`src/rtl/alu_pkg.sv`:
```
// Shared types and helpers for the ALU scheduler: op codes, FSM states and
// the per-op execution latency.
package alu_pkg;

  localparam int XLEN_DEFAULT = 32;

  typedef enum logic [3:0] {
    OP_NOP     = 4'd0,
    OP_XOR     = 4'd1,
    OP_OR      = 4'd2,
    OP_AND     = 4'd3,
    OP_NOR     = 4'd4,
    OP_SLL     = 4'd5,
    OP_SRL     = 4'd6,
    OP_SLT     = 4'd7,
    OP_ADD     = 4'd8,
    OP_ADDU    = 4'd9,
    OP_SUB     = 4'd10,
    OP_SUBU    = 4'd11,
    OP_MULT    = 4'd12,
    OP_DIV     = 4'd13,
    OP_SRA     = 4'd14,
    OP_ILLEGAL = 4'd15
  } alu_op_t;

  typedef enum logic [1:0] {
    ST_IDLE = 2'd0,
    ST_EXEC = 2'd1,
    ST_RESP = 2'd2
  } sched_state_t;

  // Number of cycles an op occupies EXEC (1..16). The raw 4-bit code is taken
  // so callers can pass request pins directly, including the illegal code.
  function automatic logic [4:0] op_latency(input logic [3:0] op,
                                            input int       mul_cycles,
                                            input int       div_cycles);
    logic [4:0] lat;
    lat = 5'd1;
    if (op == OP_MULT) begin
      lat = 5'(mul_cycles);
    end else if (op == OP_DIV) begin
      lat = 5'(div_cycles);
    end
    return lat;
  endfunction

endpackage

```
`src/rtl/alu_scheduler_rr_arbiter2.sv`:
```
// Two-way round-robin arbiter. Grant is combinational from the requests and
// the priority pointer; the pointer moves to the other requester whenever a
// grant is taken (accept strobe).
module rr_arbiter2 (
  input  logic       clk,
  input  logic       rst,
  input  logic [1:0] req,
  input  logic       accept,
  output logic [1:0] grant
);

  // prio1 = 1 means requester 1 wins the next tie
  logic prio1;

  // One-hot grant; ties resolved by the pointer
  always_comb begin
    grant = 2'b00;
    case (req)
      2'b01:   grant = 2'b01;
      2'b10:   grant = 2'b10;
      2'b11:   grant = prio1 ? 2'b10 : 2'b01;
      default: grant = 2'b00;
    endcase
  end

  // Point away from whoever was just served
  always_ff @(posedge clk or posedge rst) begin
    if (rst) begin
      prio1 <= 1'b0;
    end else if (accept) begin
      prio1 <= grant[0];
    end
  end

endmodule

```
`src/rtl/alu_scheduler.sv`:
```
// Shares one external combinational ALU between two requesters. Arbitrates
// round-robin, holds the ALU inputs for the op's latency, then registers the
// result until the consumer takes it.
//
// state | meaning
// IDLE  | ALU inputs parked at NOP/0, requests may be granted
// EXEC  | latched op/operands drive the ALU, latency down-counter running
// RESP  | result registered and presented, waiting for resp_ready
module alu_scheduler
  import alu_pkg::*;
#(
  parameter int XLEN       = XLEN_DEFAULT,
  parameter int MUL_CYCLES = 4,
  parameter int DIV_CYCLES = 8
) (
  input  logic            clk,
  input  logic            rst,
  input  logic            req0_valid,
  output logic            req0_ready,
  input  logic [3:0]      req0_op,
  input  logic [XLEN-1:0] req0_a,
  input  logic [XLEN-1:0] req0_b,
  input  logic            req1_valid,
  output logic            req1_ready,
  input  logic [3:0]      req1_op,
  input  logic [XLEN-1:0] req1_a,
  input  logic [XLEN-1:0] req1_b,
  output logic            resp_valid,
  input  logic            resp_ready,
  output logic            resp_id,
  output logic [XLEN-1:0] resp_data,
  output logic            resp_zero,
  output logic            resp_negative,
  output logic            resp_err,
  output logic [XLEN-1:0] alu_input1,
  output logic [XLEN-1:0] alu_input2,
  output logic [3:0]      alu_operation,
  input  logic [XLEN-1:0] alu_out,
  input  logic            alu_zero,
  input  logic            alu_negative
);

  sched_state_t    state;
  logic [3:0]      cnt;
  logic            id_r;
  logic [3:0]      op_r;
  logic [XLEN-1:0] in1_r;
  logic [XLEN-1:0] in2_r;

  logic [1:0]      req_vec;
  logic [1:0]      grant;
  logic            accept;

  logic [3:0]      sel_op;
  logic [XLEN-1:0] sel_a;
  logic [XLEN-1:0] sel_b;
  logic            sel_id;
  logic [4:0]      sel_lat;
  logic [3:0]      sel_cnt;

  logic [XLEN-1:0] res_data;
  logic            res_zero;
  logic            res_negative;
  logic            res_err;

  // Requests only compete while idle; outside IDLE both readys stay low
  assign req_vec = (state == ST_IDLE) ? {req1_valid, req0_valid} : 2'b00;

  rr_arbiter2 u_arb (
    .clk    (clk),
    .rst    (rst),
    .req    (req_vec),
    .accept (accept),
    .grant  (grant)
  );

  // A grant is only issued to a valid requester, so grant == handshake
  assign req0_ready = grant[0];
  assign req1_ready = grant[1];
  assign accept     = |grant;

  // Payload mux for the granted requester and its latency preload
  always_comb begin
    sel_id  = grant[1];
    sel_op  = grant[1] ? req1_op : req0_op;
    sel_a   = grant[1] ? req1_a  : req0_a;
    sel_b   = grant[1] ? req1_b  : req0_b;
    sel_lat = op_latency(sel_op, MUL_CYCLES, DIV_CYCLES);
    sel_cnt = 4'(sel_lat - 5'd1);
  end

  // Result selection at terminal count; error cases override the ALU
  always_comb begin
    res_data     = alu_out;
    res_zero     = alu_zero;
    res_negative = alu_negative;
    res_err      = 1'b0;
    if (op_r == OP_ILLEGAL) begin
      res_data     = '0;
      res_zero     = 1'b1;
      res_negative = 1'b0;
      res_err      = 1'b1;
    end else if ((op_r == OP_DIV) && (in2_r == '0)) begin
      res_data     = '1;
      res_zero     = 1'b0;
      res_negative = 1'b1;
      res_err      = 1'b1;
    end
  end

  // The latched op/operands are cleared outside EXEC so they double as the
  // ALU drive registers: NOP/0 in IDLE and RESP without extra muxing.
  assign alu_operation = op_r;
  assign alu_input1    = in1_r;
  assign alu_input2    = in2_r;

  // Scheduler FSM with registered response outputs
  always_ff @(posedge clk or posedge rst) begin
    if (rst) begin
      state         <= ST_IDLE;
      cnt           <= '0;
      id_r          <= 1'b0;
      op_r          <= '0;
      in1_r         <= '0;
      in2_r         <= '0;
      resp_valid    <= 1'b0;
      resp_id       <= 1'b0;
      resp_data     <= '0;
      resp_zero     <= 1'b0;
      resp_negative <= 1'b0;
      resp_err      <= 1'b0;
    end else begin
      case (state)
        ST_IDLE: begin
          if (accept) begin
            id_r  <= sel_id;
            op_r  <= sel_op;
            in1_r <= sel_a;
            in2_r <= sel_b;
            cnt   <= sel_cnt;
            state <= ST_EXEC;
          end
        end
        ST_EXEC: begin
          if (cnt == 4'd0) begin
            resp_valid    <= 1'b1;
            resp_id       <= id_r;
            resp_data     <= res_data;
            resp_zero     <= res_zero;
            resp_negative <= res_negative;
            resp_err      <= res_err;
            op_r          <= '0;
            in1_r         <= '0;
            in2_r         <= '0;
            state         <= ST_RESP;
          end else begin
            cnt <= cnt - 4'd1;
          end
        end
        ST_RESP: begin
          if (resp_ready) begin
            resp_valid <= 1'b0;
            state      <= ST_IDLE;
          end
        end
        default: begin
          state <= ST_IDLE;
        end
      endcase
    end
  end

endmodule
```
`config.mk`:
```
export PLATFORM = sky130hd
export DESIGN_NAME = alu_scheduler
export DESIGN_NICKNAME = d
export VERILOG_FILES = /design/src/rtl/alu_pkg.sv /design/src/rtl/alu_scheduler_rr_arbiter2.sv /design/src/rtl/alu_scheduler.sv
export SDC_FILE = /design/constraint.sdc
export NUM_CORES = 1
export LEC_CHECK = 0
export BUFFER_PORTS_ARGS = -buffer_cell sky130_fd_sc_hd__buf_2
export CORE_MARGIN = 2
export CORE_UTILIZATION = 44
export DETAILED_ROUTE_END_ITERATION = 8
export PLACE_DENSITY = 0.84
export SETUP_SLACK_MARGIN = 0.02
export SYNTH_ARGS = -nofsm -noshare
export SYNTH_HDL_FRONTEND = slang
export SYNTH_SLANG_ARGS = --single-unit
```
`constraint.sdc`:
```
create_clock -name clk -period 4.85 [get_ports clk]
set_input_delay 0.97 -clock clk [delete_from_list [all_inputs] [get_ports clk]]
set_output_delay 0.97 -clock clk [all_outputs]
set_load 0.01 [all_outputs]
```
==> results of run 1 <==
-- cell type report --
class / instances / area, µm²
clock buffers: 21 / 470
clock inverters: 10 / 158
fillers: 913 / 4140
inverters: 4 / 17.5
multi-input cells: 310 / 2180
flip-flops and latches: 113 / 2830
well taps: 143 / 179
repair buffers: 286 / 1440
-- metrics by stage --
| step | instance area (µm²) | std cells |
|---|---|---|
| finish | 7280 | 887 |
| global placement | 6650 | 856 |
| global route | 7280 | 887 |
| floorplan | 5170 | 468 |
| CTS | 7280 | 887 |
| detailed placement | 6650 | 856 |
-- state kept, by name, indices dropped and copies added, names as in the netlist --
| signal | count |
|---|---|
| resp_id | 1 |
| resp_err | 1 |
| resp_valid | 1 |
| alu_input2 | 32 |
| alu_input1 | 32 |
| u_arb.prio1 | 1 |
| resp_negative | 1 |
| resp_data | 32 |
| cnt | 4 |
| id_r | 1 |
| resp_zero | 1 |
| alu_operation | 4 |
| state | 2 |
-- worst min path at each step --
| stage | startpoint | endpoint | slack [ps] | depth (start not counted) |
|---|---|---|---|---|
| finish | alu_input1[4] | alu_input1[4] | 490 | 2 |
| detailed placement | resp_id | resp_id | 470 | 2 |
| CTS | alu_input1[4] | alu_input1[4] | 500 | 2 |
| global placement | resp_id | resp_id | 460 | 2 |
| floorplan | u_arb.prio1 | u_arb.prio1 | 490 | 1 |
| global route | resp_err | resp_err | 510 | 1 |
-- cells in the final DEF, fill, tap and decap left out, drive strengths merged, types with 3 or more instances in the layout --
cell and n:
nor4 9, o21ai 69, bufinv 4, clkinv 3, dfrtp 113, a21oi 5, buf 286, a221oi 3
nand3 66, clkinvlp 3, a221o 33, nand2 11, inv 4, nor2 11, clkbuf 21, nand4 4
nor3 4, mux2i 65, nor2b 3
-- per-layer routing --
metal	up-vias	part of all wire (%)	wire, µm
li1	2301	-	-
met1	2335	41	6120
met2	235	50	7480
met3	24	7.1	1060
met4	0	1.8	272
met5	-	0	0
-- power groups by stage --
stage	Combinational, W	Sequential, W	Clock [W]
2_1_floorplan	0.00107	0.00184	0
3_3_place_gp	0.00191	0.00168	0
3_5_place_dp	0.00198	0.00170	0
4_1_cts	0.00200	0.00169	0.00133
5_1_grt	0.00218	0.00175	0.00138
6_report	0.00198	0.00170	0.00131
-- worst reg2reg max path: stages, from the launching register on --
cell and delay, ps:
dfrtp_1 470, nor2b_1 670, nand2_4 760, a21oi_2 330
buf_4 350, a221o_1 250
-- cell families (layout without fill, tap and decap cells) --
family / count (synthesis) / count (layout) / share of synthesized area [%]
adders and majority gates: 1 / 1 / 0.242
buffers and inverters: 45 / 321 / 3.58
muxes: 66 / 66 / 12.8
DFF: 113 / 113 / 54.7
and+or+nand+nor: 122 / 122 / 12.9
AOI/OAI and AO/OA: 121 / 121 / 15.8
==> flow_summary.json, run 1 <==
{
  "status": "complete, no violations",
  "yosys.area.top_type": "dfrtp_1",
  "critPathTopFamily": "simple AND/OR/NAND/NOR gates",
  "critPathKind": "in2out",
  "cts-resized-gates": 0,
  "critPathLaunch": "req1_valid",
  "crit_end": "req1_ready",
  "pin_count": 282,
  "cts-root-buf": "clkbuf_16",
  "cts_tree": "yes",
  "cp_cell_sequence": "buf_2, nor3b_1, nand2_4, inv_1, buf_2",
  "antenna_found_initial": 0,
  "whs_ps": 490,
  "worstReg2RegEnd": "resp_data[13]",
  "cts_hold_buf": 0,
  "htreeDepth": 4,
  "hpwl_mm": 10.7,
  "cp_slowest_cell": "nor3b_1",
  "swShare_pct": 37.2,
  "max-cap-violations": 0,
  "synth-main-ff-cell": "dfrtp_1",
  "clk-insertion-delay-late_ps": 400,
  "yosysTopAreaCellShare_pct": 54.7,
  "synth-seq-area-share_pct": 54.7,
  "start_util_pct": 45.3,
  "hold_viol": 0,
  "synthTopCellsByCount": "113 x dfrtp_1, 69 x o21ai_0, 66 x nand3_1",
  "clkTransAtPathRegs_ps": 50,
  "finalNetCount": 908,
  "gp_congestion": 0.825,
  "busiest_layer": "met2",
  "power.internal_w": 0.00313,
  "setup_viol": 0,
  "io_buffers": 281,
  "coreArea_um2": 11400,
  "min_period_over_period_pct": 69.9,
  "die_h_um": 112,
  "grt_pass1_wl_mm": 23.5,
  "worstReg2RegStart": "state[0]",
  "period_minus_slack_ps": 3390,
  "r2r_cells": 5,
  "clk_path_buf_depth": 2,
  "crit_path_start_kind": "input pin",
  "rsz0062_at_grt": "no",
  "relSlewSlack_pct": 22.5,
  "drtIter0Drc": 301,
  "ant_nets": 0,
  "cts_buffers": 17,
  "wire_per_inst_um": 16.8,
  "fin_skew_ps": 13.4,
  "vias": 4895,
  "yosys_warnings": 0,
  "postSynthAreaPerCell_um2": 11.0,
  "wl_mm": 14.9,
  "synthToLayoutAreaGrowth_pct": 40.8,
  "seqPwrFrac_pct": 34.0,
  "firstDrtPassIters": 7,
  "pwr-share-clk_pct": 26.3,
  "yosysMostFrequentCell": "dfrtp_1",
  "hold_path_class": "reg2reg",
  "setup-tns-final_ps": 0,
  "grtUsageMet3_pct": 5.02,
  "die_width_um": 112,
  "cts_setup_buffers": 0,
  "grt_pass1_vias": 4758,
  "leakagePower_nw": 4.02,
  "synthCells": 468,
  "cpPeakStageDelay_ps": 480,
  "grtUsageMet1_pct": 29.6,
  "layout-drive-gt1-share_pct": 43.8,
  "cp.required_ps": 3880,
  "netlist_area_um2": 5170,
  "finalCoreUtilization_pct": 63.8,
  "syn_nets": 644,
  "ys_seq_elements": 113,
  "pre_cts_ws_ps": 1520,
  "setup_ws_ps": 1460,
  "viasPerCell": 5.52,
  "grt_max_degree": 134,
  "fp.dieArea_um2": 12600,
  "pwr-share-comb_pct": 39.7,
  "synth_edf_count": 0,
  "slew_viol_final": 0,
  "cp-end-kind": "output port",
  "report.power.total_w": 0.00499,
  "tightest_slew_ps": 1160,
  "use_met2_pct": 39.3,
  "power.density_nw_per_um2": 685,
  "synthArstFlopShare_pct": 100,
  "cp_common_cell": "buf_2",
  "vdd_drop_max_uv": 365,
  "synthDistinctLibCells": 42,
  "numClockSinks": 113,
  "gr-total-overflow": 0,
  "crit_buf_inv": 3,
  "drc_errors": 0,
  "ys_top_cells_by_area": "dfrtp_1 55%, mux2i_1 13%, o21ai_0 6.7%, a221o_1 6.4%, nand3_1 6.4%",
  "critical_path_peak_fanout": 25,
  "fp-row-count": 39,
  "fmax_mhz": 295,
  "switchingPower_w": 0.00186,
  "rrSetupSlack_ps": 1960,
  "grtUsageTotal_pct": 23.4,
  "path_depth": 5,
  "critPathArrivalTime_ps": 2420,
  "antennaDiodeCount": 0
}
No activity file was read; power rests on OpenSTA's default activity.
==> inputs of run 2 (changes only) <==
--- a/config.mk
+++ b/config.mk
@@ -7,9 +7,9 @@
 export LEC_CHECK = 0
 export BUFFER_PORTS_ARGS = -buffer_cell sky130_fd_sc_hd__buf_2
 export CORE_MARGIN = 2
-export CORE_UTILIZATION = 44
+export CORE_UTILIZATION = 41
 export DETAILED_ROUTE_END_ITERATION = 8
-export PLACE_DENSITY = 0.84
+export PLACE_DENSITY = 0.82
 export SETUP_SLACK_MARGIN = 0.02
 export SYNTH_ARGS = -nofsm -noshare
 export SYNTH_HDL_FRONTEND = slang
==> constraint.sdc (replaced) <==
create_clock -name clk -period 3 [get_ports clk]
set_input_delay 0.6 -clock clk [delete_from_list [all_inputs] [get_ports clk]]
set_output_delay 0.6 -clock clk [all_outputs]
set_load 0.01 [all_outputs]
==> flow_summary.json, run 2 (synthesis results as in run 1) <==
{
  "leakagePower_nw": 4.03,
  "setup-tns-final_ps": 0,
  "gp_congestion": 0.810,
  "fp-row-count": 41,
  "relSlewSlack_pct": 57.9,
  "synthToLayoutAreaGrowth_pct": 41.2,
  "grt_pass1_vias": 4356,
  "cts-root-buf": "clkbuf_16",
  "clk_path_buf_depth": 2,
  "antenna_found_initial": 0,
  "nFillCells": 1092,
  "hold_path_class": "in2async",
  "ant_nets": 0,
  "power.density_nw_per_um2": 1080,
  "grt_pass1_wl_mm": 22.5,
  "grtUsageTotal_pct": 21.9,
  "drtIter0Drc": 266,
  "grt_max_degree": 114,
  "critPathArrivalTime_ps": 1810,
  "place_area_um2": 6760,
  "cts-resized-gates": 0,
  "whs_ps": 336,
  "final_cell_mix": "281 x buf_2, 113 x dfrtp_1, 69 x o21ai_0, 66 x nand3_1, 65 x mux2i_1",
  "fp.dieArea_um2": 13500,
  "vdd_drop_max_uv": 437,
  "cts_hold_buf": 0,
  "hold_viol": 0,
  "rsz0062_at_grt": "no",
  "firstDrtPassIters": 4,
  "cts_buffers": 17,
  "tightest_slew_ps": 632,
  "die_width_um": 116,
  "min_period_over_period_pct": 80.3,
  "setup_viol": 0,
  "critPathKind": "reg2out",
  "status": "complete, no violations",
  "max-cap-violations": 0,
  "die_h_um": 116,
  "slew_viol_final": 0,
  "crit_path_start_kind": "register",
  "clk-insertion-delay-late_ps": 410,
  "fin_skew_ps": 9.20,
  "layout-drive-gt1-share_pct": 43.9,
  "htreeDepth": 4,
  "gr-total-overflow": 0,
  "cp-end-kind": "output port",
  "wire_per_inst_um": 16.2,
  "coreArea_um2": 12500,
  "cts_setup_buffers": 0,
  "fmax_mhz": 415,
  "final_common_cell": "buf_2",
  "finalNetCount": 913,
  "hpwl_mm": 10.6,
  "clkTransAtPathRegs_ps": 50,
  "antennaDiodeCount": 0,
  "io_buffers": 281,
  "viasPerCell": 5.21,
  "vias": 4794,
  "final_area_um2": 7300,
  "period_minus_slack_ps": 2410,
  "drc_errors": 0,
  "critical_path_peak_fanout": 8,
  "wl_mm": 14.9,
  "numClockSinks": 113,
  "start_util_pct": 41.5,
  "cp.required_ps": 2400,
  "pin_count": 282,
  "cts_tree": "yes"
}
[run 2: cell types whose count changed in the layout (fill, tap and decap cells not counted), moves of 2 or more]
cell	before	now
buf_12	0	3
clkinvlp_4	3	1
clkbuf_1	1	3
clkinv_2	3	6
bufinv_16	4	1
buf_4	5	7
[run 2: area by class of cell]
type / count / area, µm² / share of cell area [%]
well taps: 172 / 215 / 2.95
clock buffers: 23 / 478 / 6.55
flip-flops and latches: 113 / 2830 / 38.7
multi-input cells: 310 / 2180 / 29.9
inverters: 4 / 18.8 / 0.257
clock inverters: 7 / 60.1 / 0.822
repair buffers: 291 / 1520 / 20.8
[run 2: power breakdown]
group          leakage (nW)  total [W]  switching [W]  internal (W)
clock network         0.272    0.00185       0.000665       0.00118
registers              1.41    0.00274       0.000490       0.00225
logic                  2.35    0.00328        0.00185       0.00143
[run 2: per-layer routing]
| layer | global-route usage [%] | vias to the layer above | wire (µm) |
|---|---|---|---|
| li1 | - | 2313 | - |
| met2 | 34.7 | 202 | 7330 |
| met4 | 8.57 | 0 | 259 |
| met5 | 0 | - | 0 |
| met3 | 6.85 | 23 | 1080 |
| met1 | 28.1 | 2256 | 6250 |
[run 2: worst max-delay path, stage by stage (launching register included)]
cell and delay (ps):
dfrtp_1 450, nor3b_1 490, nand2_4 100, inv_1 180
buf_2 170
[run 2: final timing paths]
path	from	to	slack, ps	depth (start not counted)
hold reg to reg	alu_input1[24]	alu_input1[24]	490	2
min in group clk	alu_out[29]	resp_data[29]	420	2
hold / removal	rst	resp_data[9]	340	3
setup reg to reg	state[1]	cnt[2]	840	6
setup / recovery	state[1]	req1_ready	590	4
max in group asynchronous	rst	alu_input2[6]	2140	3
[run 2: stage by stage]
stage | util [%] | power (W) | std cells | setup WS, ps
final | 58.6 | 0.00786 | 920 | 591
after global routing | 58.6 | 0.00843 | 920 | 446
after CTS | 58.6 | 0.00794 | 920 | 604
after detailed placement | 54.3 | 0.00606 | 890 | 649
after global placement | 54.3 | 0.00593 | 890 | 656
after floorplan | - | 0.00471 | 468 | 1030
